===== config.mk =====
export PLATFORM = sky130hd
export DESIGN_NAME = io_timer_flat
export DESIGN_NICKNAME = d
export VERILOG_FILES = /design/src/rtl/io_timer_if.sv /design/src/rtl/io_timer.sv /design/src/flat_wrapper.sv
export SDC_FILE = /design/constraint.sdc
export NUM_CORES = 1
export LEC_CHECK = 0
export CORE_AREA = 2 2 98 100
export CTS_BUF_LIST = sky130_fd_sc_hd__clkbuf_2 sky130_fd_sc_hd__clkbuf_4 sky130_fd_sc_hd__clkbuf_8
export DETAILED_ROUTE_END_ITERATION = 10
export DIE_AREA = 0 0 100 102
export GPL_ROUTABILITY_DRIVEN = 0
export PLACE_DENSITY = 0.7
export SETUP_SLACK_MARGIN = 0.4
export SLEW_MARGIN = 5
export SYNTH_ARGS = -nofsm -noshare
export SYNTH_HDL_FRONTEND = slang
export SYNTH_SLANG_ARGS = --single-unit

===== constraint.sdc =====
create_clock -name clk -period 2.7 [get_ports clk]
set_clock_uncertainty 0.1 [all_clocks]
set_input_delay 0.27 -clock clk [delete_from_list [all_inputs] [get_ports clk]]
set_output_delay 0.27 -clock clk [all_outputs]
set_load 0.05 [all_outputs]

===== src/rtl/io_timer_if.sv =====
// rtl/io_timer_if.sv - register bus and interrupt bundle between bridge and io_timer
interface io_timer_if;
    logic        sel;
    logic [1:0]  addr;
    logic        we;
    logic [31:0] wd;
    logic [3:0]  be;
    logic [31:0] rd;
    logic        irq;

    modport master (output sel, output addr, output we, output wd, output be,
                    input rd, input irq);
    modport slave  (input sel, input addr, input we, input wd, input be,
                    output rd, output irq);
endinterface


===== src/rtl/io_timer.sv =====
// rtl/io_timer.sv - down-counting interval timer with one-shot/auto-reload modes and irq
// Optional 8-bit prescaler at offset 3 when TIMER_PRESCALE_EN is defined.
module io_timer #(
    parameter logic [31:0] RESET_PRESET = 32'h0000_0000
) (
    input  logic       clk,
    input  logic       rst,
    io_timer_if.slave  bus
);
    typedef enum logic [1:0] {IDLE, LOAD, CNT, INT} state_t;

    state_t      state, state_nxt;
    logic [3:0]  ctrl, ctrl_nxt;
    logic [31:0] preset, preset_merged;
    logic [31:0] count, count_nxt;
    logic        pend, pend_nxt;
    logic        tick;
    logic        wr;
    logic [31:0] prescale_rd;
    logic [31:0] rd_val;

    assign wr = bus.sel & bus.we;

    always_comb begin
        preset_merged = preset;
        for (int i = 0; i < 4; i++) begin
            if (bus.be[i]) preset_merged[8*i +: 8] = bus.wd[8*i +: 8];
        end
    end

`ifdef TIMER_PRESCALE_EN
    logic [7:0] prescale, div;

    always_ff @(posedge clk or negedge rst) begin
        if (!rst) begin
            prescale <= 8'h0;
            div      <= 8'h0;
        end else begin
            if (wr && bus.addr == 2'd3 && bus.be[0]) prescale <= bus.wd[7:0];
            if (state == CNT) div <= (div == prescale) ? 8'h0 : div + 8'h1;
            else              div <= 8'h0;
        end
    end

    assign tick        = (div == prescale);
    assign prescale_rd = {24'h0, prescale};
`else
    assign tick        = 1'b1;
    assign prescale_rd = 32'h0;
`endif

    always_ff @(posedge clk or negedge rst) begin
        if (!rst) begin
            state  <= IDLE;
            ctrl   <= 4'h0;
            preset <= RESET_PRESET;
            count  <= 32'h0;
            pend   <= 1'b0;
        end else begin
            state <= state_nxt;
            ctrl  <= ctrl_nxt;
            count <= count_nxt;
            pend  <= pend_nxt;
            if (wr && bus.addr == 2'd1) preset <= preset_merged;
        end
    end

    always_comb begin
        state_nxt = state;
        ctrl_nxt  = ctrl;
        count_nxt = count;
        pend_nxt  = pend;
        case (state)
            IDLE: if (ctrl[0]) state_nxt = LOAD;
            LOAD: begin
                count_nxt = preset;
                state_nxt = CNT;
            end
            CNT: begin
                if (!ctrl[0])          state_nxt = IDLE;
                else if (tick) begin
                    if (count != 32'h0) count_nxt = count - 32'h1;
                    else                state_nxt = INT;
                end
            end
            INT: begin
                if (ctrl[2:1] == 2'b01) begin
                    count_nxt = preset;
                    pend_nxt  = 1'b0;
                    state_nxt = CNT;
                end else begin
                    ctrl_nxt[0] = 1'b0;
                    state_nxt   = IDLE;
                end
            end
        endcase
        // Software CTRL write beats the hardware EN clear; a fresh expiry beats the pend clear.
        if (wr && bus.addr == 2'd0) begin
            pend_nxt = 1'b0;
            if (bus.be[0]) ctrl_nxt = bus.wd[3:0];
        end
        if (state == CNT && ctrl[0] && tick && count == 32'h0) pend_nxt = 1'b1;
    end

    always_comb begin
        rd_val = 32'h0;
        case (bus.addr)
            2'd0: rd_val = {28'h0, ctrl};
            2'd1: rd_val = preset;
            2'd2: rd_val = count;
            2'd3: rd_val = prescale_rd;
        endcase
    end

    assign bus.rd  = bus.sel ? rd_val : 32'h0;
    assign bus.irq = ctrl[3] & pend;
endmodule

===== src/flat_wrapper.sv =====
// flat-port wrapper written by rule: the top's interface ports become plain ports
module io_timer_flat 
#(
    parameter logic [31:0] RESET_PRESET = 32'h0000_0000
)
  (clk, rst, bus_sel, bus_addr, bus_we, bus_wd, bus_be, bus_rd, bus_irq);
  io_timer_if bus_i ();
  input  logic clk;
  input  logic rst;
  input wire logic [$bits(bus_i.sel)-1:0] bus_sel;
  input wire logic [$bits(bus_i.addr)-1:0] bus_addr;
  input wire logic [$bits(bus_i.we)-1:0] bus_we;
  input wire logic [$bits(bus_i.wd)-1:0] bus_wd;
  input wire logic [$bits(bus_i.be)-1:0] bus_be;
  output wire logic [$bits(bus_i.rd)-1:0] bus_rd;
  output wire logic [$bits(bus_i.irq)-1:0] bus_irq;
  assign bus_i.sel = bus_sel;
  assign bus_i.addr = bus_addr;
  assign bus_i.we = bus_we;
  assign bus_i.wd = bus_wd;
  assign bus_i.be = bus_be;
  assign bus_rd = bus_i.rd;
  assign bus_irq = bus_i.irq;
  io_timer #(.RESET_PRESET(RESET_PRESET)) u_core (.clk(clk), .rst(rst), .bus(bus_i));
endmodule

Word-level counts from Yosys, hierarchy flattened. Cells that the tools add are included.

Bits in registers: 71. Input bits: 42. Output and inout port bits: 33. Logic and storage cells: 62.

$add $sub $neg: 1. Equal/unequal tests: 12. Muxes and demuxes: 19. Bitwise operators: 2. Reduce and logical (&&, ||, !) cells: 19.

Operators by type and width (number): 2-to-1 mux 32 bit (4); case mux 32 bit (4 select lines) (1); case mux 32 bit (3 select lines) (1); logical NOT 32 bit (1); nonzero test 32 bit (1); subtractor 32 x 1 -> 32 bit (second input constant) (1); AND reduction 2 bit (7); nonzero test 3 bit (3); == test 2 bit (second input constant) (4); 2-to-1 mux 1 bit (8); 2-to-1 mux 2 bit (4); != test 2 x 1 -> 1 bit (second input constant) (4); case mux 2 bit (4 select lines) (1); == test 2 x 1 -> 1 bit (second input constant) (3); logical AND 1 bit (4); logical NOT 2 bit (2); AND reduction 4 bit (1); != test 3 bit (second input constant) (1); bitwise AND 1 bit (2).

Longest topological paths before layout. Gate-level depths: netlist of run 1.

Depth after elaboration: 5. Gate-level depth with buffers: 9. Mapped depth without buffers: 8.

Least setup slack after synthesis of run 1. OpenSTA, ideal clock, no wires.

Kind: input -> output. From: input bus_addr[0]. To: output bus_rd[10]. Arrival: 2.244 ns. Required time: 2.330 ns. Setup slack: 0.086 ns. Stages: 6. Path buffers: 2. Path through: clkbuf_1 inv_1 nor2_1 clkbuf_1 a22oi_1 nor2b_1.

Cells in the longest elaborated chain, start to end: 3. Elaborated cells on any way between the ends: 6. Those cells by class: eq/ne (3); mux (2); reduce/logical (1).

RTL lines: start: declaration (line flat_wrapper.sv:11) `input wire logic [$bits(bus_i.addr)-1:0] bus_addr;`; == test 2 bit, or another cell as far along (line io_timer.sv:107) `case (bus.addr)`; case mux 32 bit (4 select lines) * (line io_timer.sv:107); 2-to-1 mux 32 bit * (line io_timer.sv:115) `assign bus.rd = bus.sel ? rd_val : 32'h0;`; end: declaration (line flat_wrapper.sv:15) `output wire logic [$bits(bus_i.rd)-1:0] bus_rd;`.

Mark *: on every way between the ends. The rest lies on a longest branch, timed or not.

Final worst setup path of run 1.
From: register u_core.count[17]. To: register u_core.count[31].

Cells in the longest elaborated chain, start to end: 4. Elaborated cells on any way between the ends: 7. Those cells by class: add/sub (1); eq/ne (1); mux (3); reduce/logical (2).

RTL lines: start: declaration (line io_timer.sv:15) `logic [31:0] count, count_nxt;`; start signal: assignment (line io_timer.sv:62) `count <= count_nxt;`; subtractor 32 x 1 -> 32 bit (line io_timer.sv:82) `if (count != 32'h0) count_nxt = count - 32'h1;`; 2-to-1 mux 32 bit (line io_timer.sv:82); 2-to-1 mux 32 bit (line io_timer.sv:80) `if (!ctrl[0]) state_nxt = IDLE;`; case mux 32 bit (3 select lines) (line io_timer.sv:73) `case (state)`.

Parallel ways exist; a longest one is shown, timed or not. The select of a mux whose other input is x is not followed. A chain may end at the register's enable or synchronous reset.

==> results.rst, run 1 <==
.. list-table::
   :header-rows: 1

   * - Metric
     - Value
   * - Wire length of the first global-routing pass
     - 18700 um
   * - Number of DRC markers after the initial detailed-route iteration
     - 207
   * - Final count of pins violating max slew
     - 0
   * - Critical path endpoint category
     - flip-flop
   * - Library cells used by synthesis
     - 51
   * - Minimum period implied by the final worst setup slack
     - 2470 ps
   * - Design Power
     - 5.57 mW
   * - Antenna diodes
     - 0
   * - Proportion of register bits with asynchronous set or reset after synthesis
     - 1.00
   * - Synth Flop Type
     - dfrtp_1
   * - Cell depth of the worst flop-to-flop path
     - 6
   * - Power density over cell area
     - 909 nW/um^2
   * - Worst-case headroom to the max-slew limit
     - 0.518
   * - Post-Route Setup TNS
     - 0 ps
   * - Worst setup path class
     - flip-flop to flip-flop
   * - Area of combinational cells with multiple inputs
     - 2500 um^2
   * - Synth Cell Area
     - 4050 um^2
   * - Layout filler cell count
     - 697
   * - Final std cells w/o fill
     - 654
   * - Number of failing setup endpoints in the final timing report
     - 0
   * - Cell Rows
     - 35
   * - Drt first pass iters
     - 5
   * - CTS H-tree lvls
     - 3
   * - Internal reg-to-reg setup slack
     - 230 ps
   * - Number of antenna violations at the first check in global routing
     - 0
   * - Mean number of vias per cell
     - 6.04
   * - Share of the core filled with cells in the final layout
     - 0.673
   * - Synthesized Nets
     - 482
   * - Die Outline Area
     - 10200 um^2
   * - Yosys Warn Count
     - 0
   * - Worst hold path class
     - input port to asynchronous set/reset pin
   * - Met3 layer usage reported by global route
     - 0.0335
   * - Post-route standard cell area excluding fillers
     - 6130 um^2
   * - Leakage power summed over all cells
     - 2.42 nW
   * - Clock Sink Count
     - 71
   * - Most frequent standard cell in the layout excluding fill and tap cells
     - dfrtp_1
   * - Wire length per cell after detailed routing
     - 18.3 um
   * - Final Routed Wirelength
     - 12000 um
   * - Count of maximum capacitance violations
     - 0
   * - Min Hold Slack
     - 318 ps
   * - CTS Root Buffer Type
     - clkbuf_8
   * - Commonest cells after routing, fill and taps aside
     - 69 x dfrtp_1, 40 x clkdlybuf4s50_1, 36 x nand2_1
   * - Setup crit start kind
     - flip-flop
   * - Grt met1 use
     - 0.293
   * - Worst slack at placement
     - 138 ps
   * - Via count
     - 3950
   * - RSZ-0062 raised after global routing
     - true
   * - R2R Path End
     - u_core.count[31]
   * - Remaining DRCs
     - 0
   * - Worst Tran Pin Value
     - 723 ps
   * - Final layout net count
     - 581
   * - Critical path fanouts, max
     - 4
   * - TritonCTS Buffers
     - 9
   * - Clock edge transition at the registers on the reported setup and hold paths
     - 90 ps
   * - Post-place instance area
     - 5500 um^2
   * - Remaining antenna violation count
     - 0
   * - WP data required
     - 2850 ps
   * - All-Layer GR Usage
     - 0.230
   * - TritonCTS clock tree
     - yes
   * - Final global-route overflow total
     - 0
   * - Fin. Hold Viols
     - 0
   * - Clk buf depth
     - 2
   * - Syn Inst Count
     - 439
   * - Maximum achievable frequency
     - 0.405 GHz
   * - I/O pin count
     - 75
   * - Run status
     - completed
   * - Fraction of layout cells with a size suffix above 1
     - 0.365
   * - Dpl cells
     - 619
   * - Share of the yosys chip area belonging to registers
     - 0.439
   * - Initial core utilization
     - 0.445
   * - Post-synthesis area per instance
     - 9.23 um^2
   * - Total core area
     - 9110 um^2
   * - Number of global-route vias before repair
     - 3752
   * - Growth of design area from synthesis to finish
     - 51.4%
   * - PortBufs
     - 74
   * - Crit path arrival time
     - 2620 ps
   * - Die Y-Extent
     - 102 um
   * - Final HPWL DP
     - 7720 um
   * - Final period utilization
     - 0.915
   * - Area of all sequential standard cells
     - 1780 um^2
   * - Overall die width
     - 100 um
   * - Setup ws final
     - 228 ps
   * - GR peak layer
     - met2
   * - Largest net degree at the start of global routing
     - 51
   * - EDFF count, synth
     - 0
   * - Max VDD drop
     - 0.000398 V
   * - Register bit count reported by yosys
     - 71
   * - RR Startpoint
     - u_core.count[17]
   * - Insertion delay to the later sink of the worst-skew pair
     - 370 ps
   * - Global routing met2 resource utilization
     - 0.392
[registers in the layout, indices dropped and copies added, names as in the netlist]
name           flops
u_core.count      32
u_core.ctrl        4
u_core.pend        1
u_core.preset     32
u_core.state       2
[cells by family (layout without fill, tap and decap cells)]
group           Yosys count  after routing  share of synthesized area
mux                      40             40                      0.109
fa+ha+maj                 1              1                    0.00309
simple gates            155            155                      0.198
compound gates          140            140                      0.220
flops                    71             71                      0.439
buf+inv                  32            136                     0.0306
[how the worst max path moves through the flow]
stage,slack [ps],start,to,depth (start not counted)
final,230,u_core.count[17],u_core.count[31],6
after global routing,190,u_core.count[17],u_core.count[31],6
after CTS,310,u_core.count[17],u_core.count[31],6
after detailed placement,140,u_core.count[19],u_core.count[31],6
after global placement,200,u_core.count[19],u_core.count[31],6
after floorplan,270,u_core.count[19],u_core.count[31],7
[report_power, final]
| group | internal (mW) | leakage, nW | switching, mW |
|---|---|---|---|
| combinational | 1.27 | 1.44 | 1.29 |
| sequential | 1.44 | 0.868 | 0.500 |
| clock | 0.614 | 0.112 | 0.453 |
| total | 3.33 | 2.42 | 2.25 |
[per-layer routing]
metal	part of all wire	vias to the layer above
met4	0.027	0
met5	0	-
met2	0.51	141
met3	0.045	23
met1	0.42	1966
li1	-	1820
[synth_stat cells, drive strengths merged (2+ instances only)]
| cell | instances | share of area |
|---|---|---|
| mux2i | 6 | 0.015 |
| and2 | 5 | 0.0077 |
| o21a | 2 | 0.0037 |
| nor4 | 5 | 0.0077 |
| nand3 | 6 | 0.0074 |
| nand4 | 2 | 0.0031 |
| nor3b | 2 | 0.0037 |
| dfrtp | 71 | 0.44 |
| o22a | 4 | 0.0086 |
| nand2 | 37 | 0.034 |
| or4 | 6 | 0.012 |
| buf | 4 | 0.0046 |
| a2bb2oi | 5 | 0.011 |
| clkbuf | 23 | 0.021 |
| o211ai | 2 | 0.0037 |
| or2 | 4 | 0.0068 |
| a22oi | 32 | 0.059 |
| inv | 5 | 0.0046 |
| o21ai | 40 | 0.050 |
| nor3 | 13 | 0.016 |
| nand2b | 6 | 0.0093 |
| a31oi | 2 | 0.0031 |
| nor2 | 30 | 0.028 |
| mux2 | 34 | 0.095 |
| o22ai | 8 | 0.012 |
| nor4b | 2 | 0.0043 |
| o311ai | 2 | 0.0062 |
| or3 | 4 | 0.0065 |
| nor2b | 31 | 0.048 |
| a21oi | 34 | 0.043 |
[layout make-up]
class	instances	share of cell area
multi-input combinational	336	0.407
clock inverter	7	0.0198
tap	111	0.0226
timing repair buffer	115	0.237
inverter	5	0.00306
clock buffer	9	0.0202
sequential	71	0.290
[critical path, cell delays in order, from the launching register on]
cell	delay, ps
dfrtp_1	400
or4_4	550
or2_1	250
or4_4	460
or2_4	280
o311ai_2	220
o21ai_1	100
[repair_timing]
action,in CTS,in global routing
endpoints found under the setup margin,36,31
gates cloned,0,3
hold buffers,1,0
resized for setup,13,38
endpoints found under the hold margin,21,0
pin swaps,6,7
buffers inserted,6,9
Note: power is estimated with default switching activity, not from simulation.
==> inputs of run 2 (changes only) <==
Settings changed: PLACE_DENSITY 0.7 to default, PLACE_DENSITY_LB_ADDON from default to 0.1.
Clock period 2.7 ns to 2.5 ns, I/O delays scaled along.
==> run 2 against run 1 <==
Combinational power grew 4%. Count of clock-buffer cells in the layout is 3 higher. Die area did not move. Power up 0.91%. Sequential share of layout area is 0.53 points higher. Routed wire length is 4.2% lower. Worst hold slack worse by 37 ps. Via count fell by 2.6%. Non-clock buffer count up 4. Sequential power up 3%. Largest cell class unchanged.
==> results.rst, run 2 (same netlist as run 1, synthesis figures left out) <==
.. list-table::
   :header-rows: 1

   * - Metric
     - Value
   * - RR Startpoint
     - u_core.count[7]
   * - Share of the core filled with cells in the final layout
     - 0.661 (-0.0125)
   * - Drt first pass iters
     - 5 (unchanged)
   * - Count of buffering cells on the critical path with inverters included
     - 2 (+2)
   * - Crit path arrival time
     - 2540 ps (-80 ps)
   * - Cell depth of the worst flop-to-flop path
     - 8 (+2)
   * - Run status
     - completed
   * - Biggest registers after layout
     - u_core.count (32), u_core.preset (32), u_core.ctrl (4)
   * - Worst-case headroom to the max-slew limit
     - 0.444 (-0.0740)
   * - Most frequent standard cell in the layout excluding fill and tap cells
     - dfrtp_1
   * - Number of failing setup endpoints in the final timing report
     - 0 (unchanged)
   * - PortBufs
     - 74 (unchanged)
   * - Clock Sink Count
     - 71 (unchanged)
   * - Power density over cell area
     - 935 nW/um^2 (+2.8%)
   * - Final Routed Wirelength
     - 11400 um (-4.2%)
   * - RSZ-0062 raised after global routing
     - true
   * - Critical path fanouts, max
     - 11 (+7)
   * - Commonest cells after routing, fill and taps aside
     - 70 x dfrtp_1, 39 x clkdlybuf4s50_1, 37 x o21ai_0, 37 x nand2_1, 37 x buf_4
   * - Worst slack at placement
     - 27.5 ps (-110 ps)
   * - Instance count on the critical path
     - 8 (+2)
   * - Critical path endpoint category
     - flip-flop
   * - WP data required
     - 2630 ps (-220 ps)
   * - Overall die width
     - 100 um (unchanged)
   * - Antenna diodes
     - 0 (unchanged)
   * - Worst hold path class
     - input port to asynchronous set/reset pin
   * - Die Outline Area
     - 10200 um^2 (unchanged)
   * - Post-Route Setup TNS
     - 0 ps (unchanged)
   * - Clk buf depth
     - 2 (unchanged)
   * - Final std cells w/o fill
     - 657 (+0.46%)
   * - I/O pin count
     - 75 (unchanged)
   * - Count of maximum capacitance violations
     - 0 (unchanged)
   * - Mean number of vias per cell
     - 5.86 (-3.0%)
   * - Layout filler cell count
     - 726 (+4.2%)
   * - Internal reg-to-reg setup slack
     - 90 ps (-140 ps)
   * - Worst Tran Pin Value
     - 834 ps (+111 ps)
   * - Remaining antenna violation count
     - 0 (unchanged)
   * - Number of antenna violations at the first check in global routing
     - 0 (unchanged)
   * - CP top delay family
     - simple AND/OR/NAND/NOR gates
   * - Via count
     - 3849 (-2.6%)
   * - Insertion delay to the later sink of the worst-skew pair
     - 350 ps (-20 ps)
   * - Largest net degree at the start of global routing
     - 51 (unchanged)
   * - Post-place instance area
     - 5650 um^2 (+2.6%)
   * - Setup ws final
     - 87.1 ps (-141 ps)
   * - Setup crit start kind
     - flip-flop
   * - Initial core utilization
     - 0.445 (unchanged)
   * - Total core area
     - 9110 um^2 (unchanged)
   * - Final global-route overflow total
     - 0 (unchanged)
   * - Wire length of the first global-routing pass
     - 18900 um (+1.0%)
   * - Cell Rows
     - 35 (unchanged)
   * - All-Layer GR Usage
     - 0.230 (-0.000619)
   * - Final HPWL DP
     - 7640 um (-1.0%)
   * - Fin. Hold Viols
     - 0 (unchanged)
   * - Maximum achievable frequency
     - 0.414 GHz (+2.4%)
   * - Number of DRC markers after the initial detailed-route iteration
     - 224 (+8.2%)
   * - Final period utilization
     - 0.965 (+0.0498)
   * - CTS H-tree lvls
     - 3 (unchanged)
   * - Number of global-route vias before repair
     - 3899 (+3.9%)
   * - Growth of design area from synthesis to finish
     - 48.6%
   * - Slowest library cell on the worst path
     - or4_4
   * - Critical path cell sequence
     - or4_4 -> nor3b_4 -> nand4_1 -> buf_4 -> o21ai_4 -> buf_12 -> a21oi_1 -> o22a_1
   * - Remaining DRCs
     - 0 (unchanged)
   * - TritonCTS Buffers
     - 9 (unchanged)
   * - Leakage power summed over all cells
     - 2.43 nW (+0.66%)
   * - Final count of pins violating max slew
     - 0 (unchanged)
   * - Fraction of layout cells with a size suffix above 1
     - 0.328 (-0.0368)
   * - Minimum period implied by the final worst setup slack
     - 2410 ps (-58.6 ps)
   * - Worst setup path class
     - flip-flop to flip-flop
   * - Max VDD drop
     - 0.000473 V (+19%)
   * - TritonCTS clock tree
     - yes
   * - CTS Root Buffer Type
     - clkbuf_8
   * - Clock edge transition at the registers on the reported setup and hold paths
     - 80 ps (about the same)
   * - Die Y-Extent
     - 102 um (unchanged)
   * - Dpl cells
     - 634 (+2.4%)
   * - Wire length per cell after detailed routing
     - 17.4 um (-4.7%)
   * - Delay of the slowest cell on the worst path
     - 580 ps (+30 ps)
   * - R2R Path End
     - u_core.count[12]
   * - Post-route standard cell area excluding fillers
     - 6020 um^2 (-1.9%)
   * - Final layout net count
     - 585 (+0.69%)
## run 2: cell types whose count changed in the layout (fill, tap and decap cells not counted), sizes merged
cell | before | now
buf | 71 | 74
bufinv | 3 | 1
clkbuf | 11 | 15
clkdlybuf4s50 | 40 | 39
clkinvlp | 3 | 1
dlymetal6s2s | 0 | 1
## run 2: report_power, final
part,leakage (nW),internal [mW],switching [mW]
Combinational,1.46,1.31,1.37
Clock,0.102,0.520,0.435
Sequential,0.868,1.56,0.434
Total,2.43,3.39,2.24
## run 2: how the worst max path moves through the flow
stage | startpoint | to | slack (ps)
after global routing | u_core.count[7] | u_core.count[22] | 6
after floorplan | u_core.count[19] | u_core.count[31] | 70
after detailed placement | u_core.count[18] | u_core.count[30] | 30
after global placement | u_core.count[18] | u_core.count[31] | 120
after CTS | u_core.count[19] | u_core.count[31] | 100
final | u_core.count[7] | u_core.count[12] | 90
## run 2: per-layer routing
metal  wire (um)  vias up  part of all wire  global-route usage
met5           0        -                 0                   0
li1            -     1818                 -                   -
met3         489       14             0.043              0.0445
met4         125        0             0.011              0.0506
met1        4910     1901              0.43               0.292
met2        5920      116              0.52               0.410
## run 2: cell type report
| cell class | count | area (um^2) | share of cell area |
|---|---|---|---|
| clock inverter | 3 | 42.5 | 0.00707 |
| multi-input combinational | 336 | 2390 | 0.397 |
| inverter | 5 | 18.8 | 0.00312 |
| tap | 111 | 139 | 0.0231 |
| clock buffer | 12 | 159 | 0.0264 |
| timing repair buffer | 119 | 1490 | 0.248 |
| sequential | 71 | 1780 | 0.295 |
## run 2: worst reg2reg max path, cell delays in order, from the launching register on
cell,delay (ps)
dfrtp_1,420
or4_4,590
nor3b_4,240
nand4_1,160
buf_4,180
o21ai_4,200
buf_12,160
a21oi_1,50
o22a_1,210
## run 2: repair_timing
action	4_1_cts	5_1_grt
cloned	0	3
buffers inserted	1	3
pin swaps	0	6
setup endpoints to repair	60	33
resized for setup	7	8
endpoints found under the hold margin	17	0
hold buffers	1	0
## run 2: per-stage QoR
stage                     power, mW  hold slack (ps)
after floorplan                3.49             -146
after CTS                      5.49              288
after detailed placement       4.49              128
final                          5.62              281
after global placement         4.41              117
after global routing           5.99              321
==> inputs of run 3 (changes only) <==
Settings changed: GPL_TIMING_DRIVEN from default to 0.
==> run 3 against run 2 <==
The run now ends with setup timing left. Routed wire length increased by 12%. Die area stayed put. Cell count rose by 0.91%. First-iteration DRC count rose by 58%. Combinational power increased by 4%. Clock power is 24% higher. Sequential share of layout area grew 1.1 points. Setup slack worse by 100 ps. Sequential power is 5% higher. Power grew 7.6%. Critical path depth rose by 1.
==> results.rst, run 3 (same netlist as run 1, synthesis figures left out) <==
.. list-table::
   :header-rows: 1

   * - Metric
     - Value
   * - Dpl cells
     - 623 (-1.7%)
   * - Number of failing setup endpoints in the final timing report
     - 3 (+3)
   * - I/O pin count
     - 75 (unchanged)
   * - TritonCTS Buffers
     - 9 (unchanged)
   * - Crit path arrival time
     - 2660 ps (+120 ps)
   * - Final layout net count
     - 591 (+1.0%)
   * - Worst setup path class
     - flip-flop to flip-flop
   * - Final std cells w/o fill
     - 663 (+0.91%)
   * - Clock Sink Count
     - 71 (unchanged)
   * - Wire length of the first global-routing pass
     - 20300 um (+7.6%)
   * - Internal reg-to-reg setup slack
     - -10 ps (-100 ps)
   * - Remaining antenna violation count
     - 0 (unchanged)
   * - R2R Path End
     - u_core.count[19]
   * - Die Y-Extent
     - 102 um (unchanged)
   * - PortBufs
     - 72 (-2.7%)
   * - TritonCTS clock tree
     - yes
   * - Mean number of vias per cell
     - 6.03 (+3.0%)
   * - Layout filler cell count
     - 760 (+4.7%)
   * - Drt first pass iters
     - 5 (unchanged)
   * - Number of global-route vias before repair
     - 4040 (+3.6%)
   * - Clk buf depth
     - 2 (unchanged)
   * - Critical path endpoint category
     - flip-flop
   * - Number of DRC markers after the initial detailed-route iteration
     - 354 (+58%)
   * - Largest net degree at the start of global routing
     - 37 (-27%)
   * - Fraction of layout cells with a size suffix above 1
     - 0.380 (+0.0526)
   * - Fin. Hold Viols
     - 0 (unchanged)
   * - Leakage power summed over all cells
     - 2.35 nW (-3.5%)
   * - Critical path fanouts, max
     - 8 (-3)
   * - Number of antenna violations at the first check in global routing
     - 0 (unchanged)
   * - Capturing instance or port of the critical path
     - u_core.count[19]
   * - Worst Tran Pin Value
     - 755 ps (-78.7 ps)
   * - Critical path origin
     - u_core.count[10]
   * - Worst-case headroom to the max-slew limit
     - 0.497 (+0.0524)
   * - Final count of pins violating max slew
     - 0 (unchanged)
   * - Violated checks
     - setup timing
   * - Initial core utilization
     - 0.445 (unchanged)
   * - Overall die width
     - 100 um (unchanged)
   * - Final HPWL DP
     - 8470 um (+11%)
   * - Growth of design area from synthesis to finish
     - 43.3%
   * - Cell depth of the worst flop-to-flop path
     - 9 (+1)
   * - Cell Rows
     - 35 (unchanged)
   * - Total core area
     - 9110 um^2 (unchanged)
   * - Minimum period implied by the final worst setup slack
     - 2510 ps (+100 ps)
   * - Post-place instance area
     - 5140 um^2 (-9.0%)
   * - RR Startpoint
     - u_core.count[10]
   * - Final Routed Wirelength
     - 12900 um (+12%)
   * - Final global-route overflow total
     - 0 (unchanged)
   * - Worst hold path class
     - input port to asynchronous set/reset pin
   * - CTS H-tree lvls
     - 3 (unchanged)
   * - Most frequent standard cell in the layout excluding fill and tap cells
     - dfrtp_1
   * - Die Outline Area
     - 10200 um^2 (unchanged)
   * - Run status
     - finished, violations left
   * - CTS Root Buffer Type
     - clkbuf_8
   * - Antenna diodes
     - 0 (unchanged)
   * - Insertion delay to the later sink of the worst-skew pair
     - 360 ps (about the same)
   * - All-Layer GR Usage
     - 0.256 (+0.0260)
   * - Commonest cells after routing, fill and taps aside
     - 67 x dfrtp_1, 39 x clkdlybuf4s50_1, 37 x nand2_1
   * - Via count
     - 4000 (+3.9%)
   * - Area of all sequential standard cells
     - 1780 um^2 (+0.21%)
   * - Final period utilization
     - 1.01 (+0.0401)
   * - WP data required
     - 2640 ps (about the same)
   * - Count of maximum capacitance violations
     - 0 (unchanged)
   * - Max VDD drop
     - 0.000484 V (+2.4%)
   * - RSZ-0062 raised after global routing
     - true
   * - Biggest registers after layout
     - u_core.count (32), u_core.preset (32), u_core.ctrl (4)
   * - Area of combinational cells with multiple inputs
     - 2550 um^2 (+6.9%)
   * - Power density over cell area
     - 1040 nW/um^2 (+12%)
   * - Setup crit start kind
     - flip-flop
   * - Maximum achievable frequency
     - 0.398 GHz (-4.0%)
   * - Remaining DRCs
     - 0 (unchanged)
   * - Post-route standard cell area excluding fillers
     - 5810 um^2 (-3.5%)
   * - Clock edge transition at the registers on the reported setup and hold paths
     - 80 ps (about the same)
   * - Wire length per cell after detailed routing
     - 19.4 um (+11%)
   * - Setup ws final
     - -13.2 ps (-100 ps)
==> run 3: where the power goes <==
part / internal [mW] / total, mW / switching (mW)
Clock: 0.724 / 1.18 / 0.456
Sequential: 1.56 / 2.09 / 0.536
Combinational: 1.25 / 2.78 / 1.52
Total: 3.54 / 6.05 / 2.52
==> run 3: critical path: stages, from the launching register on <==
cell and delay, ps:
dfrtp_2 450, or4_4 570, nor3b_4 250, nand4_1 170, buf_4 190, o21ai_4 160
buf_12 150, buf_8 130, a21oi_4 30, a2bb2oi_2 180
==> run 3: worst min path at each step <==
stage	startpoint	cells after the start	endpoint
floorplan	rst	0	u_core.count[0]
global placement	u_core.ctrl[3]	1	u_core.ctrl[3]
detailed placement	rst	1	u_core.preset[26]
CTS	bus_addr[0]	3	u_core.pend
global route	bus_addr[0]	3	u_core.pend
finish	rst	2	u_core.preset[26]
==> run 3: per-layer routing <==
metal | share of wire | global-route usage | vias up | routed length, um
met5 | 0 | 0 | - | 0
met2 | 0.51 | 0.440 | 165 | 6550
met3 | 0.059 | 0.0363 | 21 | 764
met4 | 0.020 | 0.0959 | 0 | 252
li1 | - | - | 1837 | -
met1 | 0.41 | 0.330 | 1977 | 5290
==> run 3: area by class of cell <==
type                    count  area share
repair buffers             98       0.150
clock buffers              12      0.0274
multi-input cells         336       0.440
plain buffers              27      0.0328
clock inverters             3      0.0155
well taps                 111      0.0239
flip-flops and latches     71       0.307
inverters                   5     0.00323
==> run 3: metrics by stage <==
stage | power [mW] | utilization | setup TNS, ps | worst slack (ps) | hold WS [ps]
floorplan | 3.49 | - | 0 | 65.7 | -146
global placement | 4.13 | 0.562 | -121820 | -1460 | 411
detailed placement | 4.19 | 0.564 | -21730 | -871 | 147
CTS | 5.51 | 0.606 | 0 | 14.0 | 292
global route | 6.39 | 0.637 | -652 | -93.1 | 332
finish | 6.05 | 0.637 | -21.0 | -13.2 | 293
==> run 3: repair_timing <==
item / 4_1_cts / 5_1_grt
hold buffers: 1 / 0
resized for setup: 169 / 91
endpoints found under the hold margin: 35 / 0
cloned: 2 / 1
pin swaps: 3 / 10
setup endpoints to repair: 96 / 61
setup buffers: 13 / 8
